==> src/rtl/alu_seq_disp.sv <==
// rtl/alu_seq_disp.sv - multi-cycle ALU with start/done handshake and 4-digit 7-segment driver
//
// Purpose:
//   Accepts two unsigned W-bit operands and a 3-bit opcode on an init pulse,
//   computes add/sub/and/or/xor in one EXEC cycle, and mul (shift-add) or
//   div (restoring) in W EXEC cycles. Produces a 2*W-bit registered result
//   with neg/err flags, then shows the result as hex on a multiplexed display.
//
// Ports:
//   clk           system clock, rising edge
//   rst           asynchronous active-low reset
//   portA, portB  W-bit unsigned operands, latched in IDLE on init
//   opcode        0 add, 1 sub, 2 mul, 3 div, 4 and, 5 or, 6 xor, 7 reserved
//   init          start request, only looked at in IDLE
//   busy          high while the FSM is not in IDLE
//   done          one-cycle pulse while the FSM is in DONE
//   result        2*W-bit result, held until the next done
//   neg           sub result was negative (A < B)
//   err           divide by zero or reserved opcode
//   sseg[0:6]     segments a..g, active-low (combinational decode)
//   an[3:0]       digit anodes, active-low, an[0] = least-significant digit

module alu_seq_disp #(
    parameter int W            = 4,
    parameter int REFRESH_BITS = 16
) (
    input  logic             clk,
    input  logic             rst,
    input  logic [W-1:0]     portA,
    input  logic [W-1:0]     portB,
    input  logic [2:0]       opcode,
    input  logic             init,
    output logic             busy,
    output logic             done,
    output logic [2*W-1:0]   result,
    output logic             neg,
    output logic             err,
    output logic [0:6]       sseg,
    output logic [3:0]       an
);

    localparam int RW = 2 * W;
    localparam int CW = $clog2(W);

    localparam logic [2:0] OP_ADD = 3'd0;
    localparam logic [2:0] OP_SUB = 3'd1;
    localparam logic [2:0] OP_MUL = 3'd2;
    localparam logic [2:0] OP_DIV = 3'd3;
    localparam logic [2:0] OP_AND = 3'd4;
    localparam logic [2:0] OP_OR  = 3'd5;
    localparam logic [2:0] OP_XOR = 3'd6;

    typedef enum logic [1:0] {
        S_IDLE = 2'd0,
        S_EXEC = 2'd1,
        S_DONE = 2'd2
    } state_t;

    // ------------------------------------------------------------------
    // Registers
    // ------------------------------------------------------------------
    state_t            state_q;
    logic [W-1:0]      a_q;
    logic [W-1:0]      b_q;
    logic [2:0]        op_q;
    logic [CW-1:0]     cnt_q;

    // multiply: accumulator, left-shifting multiplicand, right-shifting multiplier
    logic [RW-1:0]     acc_q;
    logic [RW-1:0]     mcand_q;
    logic [W-1:0]      mplier_q;

    // divide: partial remainder and a register that starts as the dividend
    // and fills with quotient bits from the right as dividend bits leave
    logic [W-1:0]      rem_q;
    logic [W-1:0]      quo_q;

    logic              busy_q;
    logic              done_q;
    logic [RW-1:0]     result_q;
    logic              neg_q;
    logic              err_q;

    logic [REFRESH_BITS-1:0] presc_q;
    logic [1:0]        digit_q;
    logic [3:0]        an_q;

    // ------------------------------------------------------------------
    // Iterative step logic
    // ------------------------------------------------------------------
    logic [RW-1:0]     acc_d;
    logic [W:0]        div_shift;
    logic              div_ge;
    logic [W-1:0]      div_diff;
    logic [W-1:0]      rem_d;
    logic [W-1:0]      quo_d;
    logic              is_iter;
    logic              last_iter;

    always_comb begin
        acc_d     = mplier_q[0] ? (acc_q + mcand_q) : acc_q;
        div_shift = {rem_q, quo_q[W-1]};
        div_ge    = (div_shift >= {1'b0, b_q});
        // When div_ge holds the true difference is below 2**W, so a W-bit
        // subtraction of the low bits gives it exactly.
        div_diff  = div_shift[W-1:0] - b_q;
        rem_d     = div_ge ? div_diff : div_shift[W-1:0];
        quo_d     = {quo_q[W-2:0], div_ge};
        is_iter   = (op_q == OP_MUL) || ((op_q == OP_DIV) && (b_q != '0));
        last_iter = (cnt_q == CW'(W - 1));
    end

    // ------------------------------------------------------------------
    // Single-cycle results (also covers div-by-zero and reserved opcode)
    // ------------------------------------------------------------------
    logic [RW-1:0]     res1;
    logic              neg1;
    logic              err1;

    always_comb begin
        res1 = '0;
        neg1 = 1'b0;
        err1 = 1'b0;
        case (op_q)
            OP_ADD: res1 = RW'(a_q) + RW'(b_q);
            OP_SUB: begin
                res1 = RW'(a_q) - RW'(b_q);
                neg1 = (a_q < b_q);
            end
            OP_DIV: begin
                res1 = '1;
                err1 = 1'b1;
            end
            OP_AND: res1 = RW'(a_q & b_q);
            OP_OR:  res1 = RW'(a_q | b_q);
            OP_XOR: res1 = RW'(a_q ^ b_q);
            default: begin
                res1 = '0;
                err1 = 1'b1;
            end
        endcase
    end

    // ------------------------------------------------------------------
    // Control FSM with registered outputs
    // ------------------------------------------------------------------
    always_ff @(posedge clk or negedge rst) begin
        if (!rst) begin
            state_q  <= S_IDLE;
            a_q      <= '0;
            b_q      <= '0;
            op_q     <= '0;
            cnt_q    <= '0;
            acc_q    <= '0;
            mcand_q  <= '0;
            mplier_q <= '0;
            rem_q    <= '0;
            quo_q    <= '0;
            busy_q   <= 1'b0;
            done_q   <= 1'b0;
            result_q <= '0;
            neg_q    <= 1'b0;
            err_q    <= 1'b0;
        end else begin
            done_q <= 1'b0;
            case (state_q)
                S_IDLE: begin
                    if (init) begin
                        a_q      <= portA;
                        b_q      <= portB;
                        op_q     <= opcode;
                        cnt_q    <= '0;
                        acc_q    <= '0;
                        mcand_q  <= RW'(portA);
                        mplier_q <= portB;
                        rem_q    <= '0;
                        quo_q    <= portA;
                        busy_q   <= 1'b1;
                        state_q  <= S_EXEC;
                    end
                end
                S_EXEC: begin
                    if (is_iter) begin
                        acc_q    <= acc_d;
                        mcand_q  <= mcand_q << 1;
                        mplier_q <= mplier_q >> 1;
                        rem_q    <= rem_d;
                        quo_q    <= quo_d;
                        cnt_q    <= cnt_q + 1'b1;
                        if (last_iter) begin
                            // Final step result goes straight to the output
                            // so DONE is entered on the W-th EXEC edge.
                            result_q <= (op_q == OP_MUL) ? acc_d : {rem_d, quo_d};
                            neg_q    <= 1'b0;
                            err_q    <= 1'b0;
                            done_q   <= 1'b1;
                            state_q  <= S_DONE;
                        end
                    end else begin
                        result_q <= res1;
                        neg_q    <= neg1;
                        err_q    <= err1;
                        done_q   <= 1'b1;
                        state_q  <= S_DONE;
                    end
                end
                S_DONE: begin
                    busy_q  <= 1'b0;
                    state_q <= S_IDLE;
                end
                default: begin
                    busy_q  <= 1'b0;
                    state_q <= S_IDLE;
                end
            endcase
        end
    end

    // ------------------------------------------------------------------
    // Display refresh: free-running prescaler, digit advances on wrap
    // ------------------------------------------------------------------
    logic [1:0] digit_nx;
    logic [3:0] an_nx;

    always_comb begin
        digit_nx = digit_q + 2'd1;
        case (digit_nx)
            2'd0:    an_nx = 4'b1110;
            2'd1:    an_nx = 4'b1101;
            2'd2:    an_nx = 4'b1011;
            default: an_nx = 4'b0111;
        endcase
    end

    always_ff @(posedge clk or negedge rst) begin
        if (!rst) begin
            presc_q <= '0;
            digit_q <= 2'd0;
            an_q    <= 4'b1110;
        end else begin
            presc_q <= presc_q + 1'b1;
            if (&presc_q) begin
                digit_q <= digit_nx;
                an_q    <= an_nx;
            end
        end
    end

    // ------------------------------------------------------------------
    // Segment decode; nibbles above the result width read as zero
    // ------------------------------------------------------------------
    logic [15:0] res_ext;
    logic [3:0]  nibble;
    logic [6:0]  seg_n;

    always_comb begin
        res_ext = 16'(result_q);
        case (digit_q)
            2'd0:    nibble = res_ext[3:0];
            2'd1:    nibble = res_ext[7:4];
            2'd2:    nibble = res_ext[11:8];
            default: nibble = res_ext[15:12];
        endcase
        // bit 6 = segment a ... bit 0 = segment g, 0 = lit
        case (nibble)
            4'h0:    seg_n = 7'b0000001;
            4'h1:    seg_n = 7'b1001111;
            4'h2:    seg_n = 7'b0010010;
            4'h3:    seg_n = 7'b0000110;
            4'h4:    seg_n = 7'b1001100;
            4'h5:    seg_n = 7'b0100100;
            4'h6:    seg_n = 7'b0100000;
            4'h7:    seg_n = 7'b0001111;
            4'h8:    seg_n = 7'b0000000;
            4'h9:    seg_n = 7'b0000100;
            4'hA:    seg_n = 7'b0001000;
            4'hB:    seg_n = 7'b1100000;
            4'hC:    seg_n = 7'b0110001;
            4'hD:    seg_n = 7'b1000010;
            4'hE:    seg_n = 7'b0110000;
            default: seg_n = 7'b0111000;
        endcase
    end

    assign sseg   = seg_n;
    assign an     = an_q;
    assign busy   = busy_q;
    assign done   = done_q;
    assign result = result_q;
    assign neg    = neg_q;
    assign err    = err_q;

endmodule
==> config.mk <==
export PLATFORM = sky130hd
export DESIGN_NAME = alu_seq_disp
export DESIGN_NICKNAME = d
export VERILOG_FILES = /design/src/rtl/alu_seq_disp.sv
export SDC_FILE = /design/constraint.sdc
export NUM_CORES = 1
export LEC_CHECK = 0
export ABC_AREA = 1
export CORE_ASPECT_RATIO = 0.8
export CORE_MARGIN = 1.5
export CORE_UTILIZATION = 60
export DETAILED_ROUTE_END_ITERATION = 16
export MAX_ROUTING_LAYER = met4
export PLACE_DENSITY = 0.79
export REMOVE_ABC_BUFFERS = 1
export SLEW_MARGIN = 20
export SYNTH_ARGS = -nofsm -noshare
export SYNTH_HDL_FRONTEND = slang
export SYNTH_SLANG_ARGS = --single-unit
==> constraint.sdc <==
create_clock -name clk -period 6.7 [get_ports clk]
set_input_delay 1.34 -clock clk [delete_from_list [all_inputs] [get_ports clk]]
set_output_delay 1.34 -clock clk [all_outputs]
set_load 0.02 [all_outputs]
==> impl_results.md, run 1 <==
- Synth Flop Type: dfrtp_1
- Drt wl/cell: approximately 15 um
- Initial antenna violation count: 0
- CTS-repair resized insts: 0
- Most used cell, CP: inv_1
- Unrepaired setup endpoints after global routing: no
- Power Density: between 400 and 500 nW/um^2
- Final hold viol count: 0
- Chip Height: just over 80 um
- Highest Clock Rate: between 200 and 250 MHz
- Top cells by area, synth: dfrtp_1 (39%), nand2_1 (11%), ha_1 (9.5%)
- Initial drt markers: 334
- Slowest Stage Delay on Critical Path: a little over 0.6 ns
- CP Class: register to output port
- Hpwl dp: 8.13 mm
- DRT antenna net count: 0
- Clock buffer count from CTS: 9
- Drt pass-1 iters: 5
- Area Growth Syn to Fin: 13.8%
- Number of global-route vias before repair: around 4000
- Vias per cell: between 5 and 6
- Worst path bufs/invs: 4
- Core ar.: 7530 sq um
- Routability Congestion: ~0.94
- Max Buffers Root-to-Sink: 2
- Reg area: slightly below 2000 sq um
- Cell family with most CP delay: buffers and inverters
- Max Cap Viol: 0
- Flop-to-flop setup slack: approximately 4.5 ns
- Hold buffer count at cts: 0
- Routed wire length: between 10 and 15 mm
- CP Max Fanout: 6
- CTS tree: yes
- Synth cell count leaders: nand2_1 (134), inv_1 (89), dfrtp_1 (74)
- Warnings from Yosys: 0
- Worst Setup End Kind: output port
- Yosys top cell area share: 0.390
- Crit path launch type: register
- Least-Margin Pin Slew: about 0.95 ns
- Top Ports: 37
- Top-count cell post-synth: nand2_1
- Critical Path AT: between 3 and 4 ns
- Layout cell share with drive strength beyond 1: 0.0629
- Required time of the critical path: 5.36 ns
- Num Clock Sinks: 77
- Critical Path, Cell by Cell: inv_1 > ha_1 > inv_1 > o22ai_1 > inv_1 > ha_1 > o21ai_0 > nor2_1 > a31oi_1 > clkdlybuf4s50_1
- Slowest library cell on the worst path: clkdlybuf4s50_1
- Slew headroom: 0.367
- Buffers on Ports: 36
- Initial Util: 0.630
- Synth Cell Area: 4750 sq um
- Die Width: between 100 and 150 um
- Simple-gate portion of the synthesized area: 0.247
- DR vias: between 4000 and 5000
- Post-synthesis mux area share: 0
- Clk_skew: about 0.014 ns
- Min-delay worst type: register to register
- Hold_ws: between 0.4 and 0.5 ns
- Final setup fails: 0
- H-tree Lvls: 3
- Largest family of logic cells by synthesized area: simple AND/OR/NAND/NOR gates
- # fillers: 617
- Worst skew pair latency: approximately 0.35 ns
- VDD IR max: 0.000196 V
- Async SR Flop Fraction: 1.00
- GRT Util Overall: 0.296
- Area leader, netlist: dfrtp_1
- Pin count of the biggest net entering global routing: between 70 and 80
- Share of the yosys chip area belonging to registers: 0.407
- Rows: 28
- Setup TNS: 0 ns
- Final period util: 0.657
- P_leak: around 2.7 nW
- DRC viols: 0
- Cells after Synth: 594
- Die area: roughly 8500 sq um
- Status: completed
- First-pass GRT wire length: ~19 mm
- Library cells used by synthesis: between 40 and 50
- Adder-cell share of the synthesized area: 0.112
- Synth Register Bits: just under 80
- Max Slew Vio Count: 0
- Xor/xnor share of the synthesized area: 0.0295
- Layout Nets: around 690
- Post-synthesis area per instance: roughly 8 sq um
- Grt ovf: 0
- Root Buffer: clkbuf_8
- EDFF count, synth: 0
- Final min period: 4.40 ns
- Multi-input logic area: 2380 sq um
- Diode count: 0
- Post-synthesis compound-gate area fraction: 0.114
- Clock transition at path regs: about 0.08 ns
- Post-CTS setup buffers: 0
## routing by layer
metal | vias up | global-route usage | wire length (um)
li1 | 1978 | - | -
met1 | 1959 | 0.377 | 5170
met2 | 100 | 0.492 | 5210
met3 | 18 | 0.0530 | 412
met4 | 0 | 0.0795 | 186
met5 | - | - | 0
## cell usage in the layout, fill, tap and decap left out, types with 4 or more instances in the layout
cell type        count
xor2_1              10
dfrtp_1             74
nand2_1            134
ha_1                36
nor2_1              44
clkbuf_8             9
o21ai_0             53
clkdlybuf4s50_1     35
fa_1                 4
xnor2_1              6
nand3_1             61
o22ai_1              8
o21ai_1              4
inv_1               89
a21oi_1             17
## report_power, final
group	internal [mW]	switching, mW	total (mW)
clock	0.248	0.176	0.423
sequential	0.610	0.131	0.742
combinational	0.513	0.946	1.46
## stage by stage
| step | instance area (sq um) | instances | total power [mW] | util | worst slack (ns) |
|---|---|---|---|---|---|
| global placement | 5160 | 725 | 2.13 | 0.685 | 2.90 |
| global route | 5400 | 741 | 2.85 | 0.717 | 2.09 |
| detailed placement | 5160 | 725 | 2.18 | 0.685 | 2.72 |
| floorplan | 4670 | 584 | 1.72 | - | 3.37 |
| CTS | 5400 | 741 | 2.62 | 0.717 | 2.33 |
| finish | 5400 | 741 | 2.62 | 0.717 | 2.30 |
## path summary, 6_finish.rpt
path	start	end	depth (start not counted)
worst min register to register	presc_q[0]$_DFF_PN0_	presc_q[0]$_DFF_PN0_	1
max in group asynchronous	rst	rem_q[3]$_DFFE_PN0P_	1
worst max register to register	state_q[1]$_DFFE_PN0P_	acc_q[2]$_DFFE_PN0P_	5
worst max-delay path	digit_q[0]$_DFFE_PN0P_	sseg[3]	10
worst min-delay path	presc_q[0]$_DFF_PN0_	presc_q[0]$_DFF_PN0_	1
min in group asynchronous	rst	presc_q[2]$_DFF_PN0_	1
## flip-flops by register name, summed over array words and instances, names as in the netlist, 8 cells and up
| register | cells |
|---|---|
| result | 8 |
| mcand_q | 8 |
| presc_q | 16 |
| acc_q | 8 |
## cells by family (layout without fill, tap and decap cells)
logic type | Yosys count | count (layout)
AND/OR/NAND/NOR | 260 | 260
buffers and inverters | 104 | 146
AO/OA/AOI/OAI | 97 | 97
flip-flops | 77 | 77
adder cells (fa/ha/maj) | 40 | 40
XOR/XNOR | 16 | 16
## layout make-up
cell class / instances / share of cell area
clock inverter: 6 / 0.0206
clock buffer: 10 / 0.0236
tap: 105 / 0.0243
inverter: 94 / 0.0658
timing repair buffer: 36 / 0.0663
multi-input combinational: 413 / 0.442
sequential: 77 / 0.358
No activity file was read; power rests on OpenSTA's default activity.
==> inputs of run 2 (changes only) <==
Settings changed: CORE_UTILIZATION 60 to 53, PLACE_DENSITY 0.79 to 0.73.
Clock period 6.7 ns to 3.7 ns, I/O delays scaled along.
==> impl_results.md, run 2 (synthesis gave the netlist of run 1 again) <==
- Status: completed (unchanged)
- Placement Cell Area: 5200 sq um (was 5160 sq um)
- Clk_skew: 0.0134 ns (was 0.0140 ns)
- H-tree Lvls: 3 (unchanged)
- DRC viols: 0 (unchanged)
- Initial antenna violation count: 0 (unchanged)
- Max Cap Viol: 0 (unchanged)
- Most flop-heavy register: presc_q (unchanged)
- Min-delay worst type: register to register (unchanged)
- CTS tree: yes (unchanged)
- Required time of the critical path: 2.96 ns (was 5.36 ns)
- P_sw: 2.29 mW (was 1.25 mW)
- Diode count: 0 (unchanged)
- CP Max Fanout: 6 (unchanged)
- Max Buffers Root-to-Sink: 2 (unchanged)
- Routed wire length: 11.2 mm (was 11.0 mm)
- Worst Setup End Kind: output port (unchanged)
- Final setup fails: 0 (unchanged)
- Max Slew Vio Count: 0 (unchanged)
- Hpwl dp: 8.30 mm (was 8.13 mm)
- P_leak: 2.77 nW (was 2.74 nW)
- Final min period: roughly 3.5 ns
- Initial drt markers: 224 (was 334)
- Critical Path AT: 2.74 ns (was 3.06 ns)
- Commonest non-fill, non-tap cells in the layout: nand2_1 (134), inv_1 (89), dfrtp_1 (74) (unchanged)
- Crit path launch type: register (unchanged)
- Die Width: 109 um (was 102 um)
- Pint: 2.53 mW (was 1.37 mW)
- Switch share: 0.476 (was 0.478)
- Area Growth Syn to Fin: 15.2% (was 13.8%)
- Clk pwr share: 0.164 (was 0.161)
- Highest Clock Rate: between 200 and 300 MHz
- Final hold viol count: 0 (unchanged)
- Initial Util: 0.552 (was 0.630)
- Hold buffer count at cts: 0 (unchanged)
- Chip Height: 87.6 um (was 82.5 um)
- Root Buffer: clkbuf_8 (unchanged)
- Combinational share of power: 0.557 (was 0.556)
- # fillers: 731 (was 617)
- Die area: 9530 sq um (was 8460 sq um)
- Core ar.: 8600 sq um (was 7530 sq um)
- Layout cell share with drive strength beyond 1: 0.0734 (was 0.0629)
- Least-Margin Pin Slew: 0.943 ns (was 0.949 ns)
- Slew headroom: 0.372 (was 0.367)
- Final period util: 0.941
- Number of global-route vias before repair: 3904 (was 3900)
- Design area: 5470 sq um (was 5400 sq um)
- Seq pwr share: 0.279 (was 0.283)
- Layout Nets: 689 (was 685)
- DR vias: 4064 (was 4055)
- Max reg flops: 16 (unchanged)
- Clock buffer count from CTS: 9 (unchanged)
- Buffers on Ports: 36 (unchanged)
- Vias per cell: 5.40 (was 5.47)
- First-pass GRT wire length: 18.7 mm (was 18.6 mm)
- Num Clock Sinks: 77 (unchanged)
- Setup TNS: 0 ns (unchanged)
- Commonest non-fill, non-tap cell in the layout: nand2_1 (unchanged)
- Unrepaired setup endpoints after global routing: no (unchanged)
- Routability Congestion: 0.953 (was 0.937)
- Drt wl/cell: 14.8 um (about the same)
- Top Ports: 37 (unchanged)
- VDD IR max: 0.000361 V (was 0.000196 V)
- Power Density: 882 nW/um^2 (was 486 nW/um^2)
- GRT Util Overall: 0.267 (was 0.296)
- Grt ovf: 0 (unchanged)
- DRT antenna net count: 0 (unchanged)
- CP Class: register to output port (unchanged)
- Worst skew pair latency: 0.36 ns (was 0.35 ns)
- Pin count of the biggest net entering global routing: 78 (unchanged)
- Rows: 30 (was 28)
- Clock transition at path regs: 0.08 ns (about the same)
- Drt pass-1 iters: 5 (unchanged)
-- run 2: changes by cell type in the layout (fill, tap and decap cells not counted) --
cell             change
buf_4                +4
o22ai_1              -3
o22ai_2              +3
clkbuf_8             +1
clkdlybuf4s50_1      -1
clkinv_2             -1
clkinv_4             -1
dlymetal6s2s_1       +1
inv_6                +1
-- run 2: per-stage QoR --
stage	std cells	hold slack (ns)	setup slack, ns	power (mW)	utilization
after floorplan	584	0.422	0.968	3.12	-
after global placement	736	0.437	0.460	3.89	0.605
after detailed placement	736	0.447	0.334	3.98	0.605
after CTS	752	0.459	0.101	4.81	0.635
after global routing	752	0.487	0.0542	5.22	0.636
final	752	0.464	0.217	4.82	0.636
-- run 2: timing repair --
item                       in CTS  in global routing
resized for setup               2                  2
setup buffers                   0                  0
setup endpoints to repair       1                  2
gates cloned                    0                  0
-- run 2: path summary, 6_finish.rpt --
| path | start | end | slack, ns | depth (start not counted) |
|---|---|---|---|---|
| setup / recovery | digit_q[0]$_DFFE_PN0P_ | sseg[6] | 0.22 | 9 |
| setup reg to reg | b_q[1]$_DFFE_PN0P_ | result[6]$_DFFE_PN0P_ | 1.54 | 11 |
| min in group asynchronous | rst | a_q[3]$_DFFE_PN0P_ | 0.51 | 1 |
| hold / removal | presc_q[0]$_DFF_PN0_ | presc_q[0]$_DFF_PN0_ | 0.46 | 1 |
| hold reg to reg | presc_q[0]$_DFF_PN0_ | presc_q[0]$_DFF_PN0_ | 0.46 | 1 |
| max in group asynchronous | rst | rem_q[0]$_DFFE_PN0P_ | 2.56 | 1 |
-- run 2: layout make-up --
class                   instances  area [sq um]  share of cell area
inverters                      94           355              0.0650
well taps                     112           140              0.0256
clock inverters                 5           106              0.0195
repair buffers                 40           390              0.0714
clock buffers                  11           141              0.0259
flip-flops and latches         77          1930               0.353
multi-input cells             413          2400               0.440
-- run 2: power by group through the flow --
stage / registers (mW) / logic [mW] / clock network (mW)
5_1_grt: 1.38 / 3.00 / 0.838
3_5_place_dp: 1.36 / 2.63 / 0
4_1_cts: 1.35 / 2.66 / 0.804
6_report: 1.34 / 2.69 / 0.792
2_1_floorplan: 1.37 / 1.74 / 0
3_3_place_gp: 1.35 / 2.54 / 0
-- run 2: worst max-delay path, cell delays in order, from the launching register on --
cell and delay [ns]:
dfrtp_1 0.38, inv_1 0.10, ha_1 0.21, inv_1 0.15, o22ai_2 0.12, inv_1 0.18
ha_1 0.19, inv_1 0.06, o31ai_1 0.34, clkdlybuf4s50_1 0.67
-- run 2: metal layers --
layer / vias up / global-route usage / share of wire
li1: 1999 / - / -
met1: 1934 / 0.356 / 0.48
met2: 112 / 0.418 / 0.46
met3: 19 / 0.0402 / 0.045
met4: 0 / 0.0921 / 0.019
met5: - / - / 0
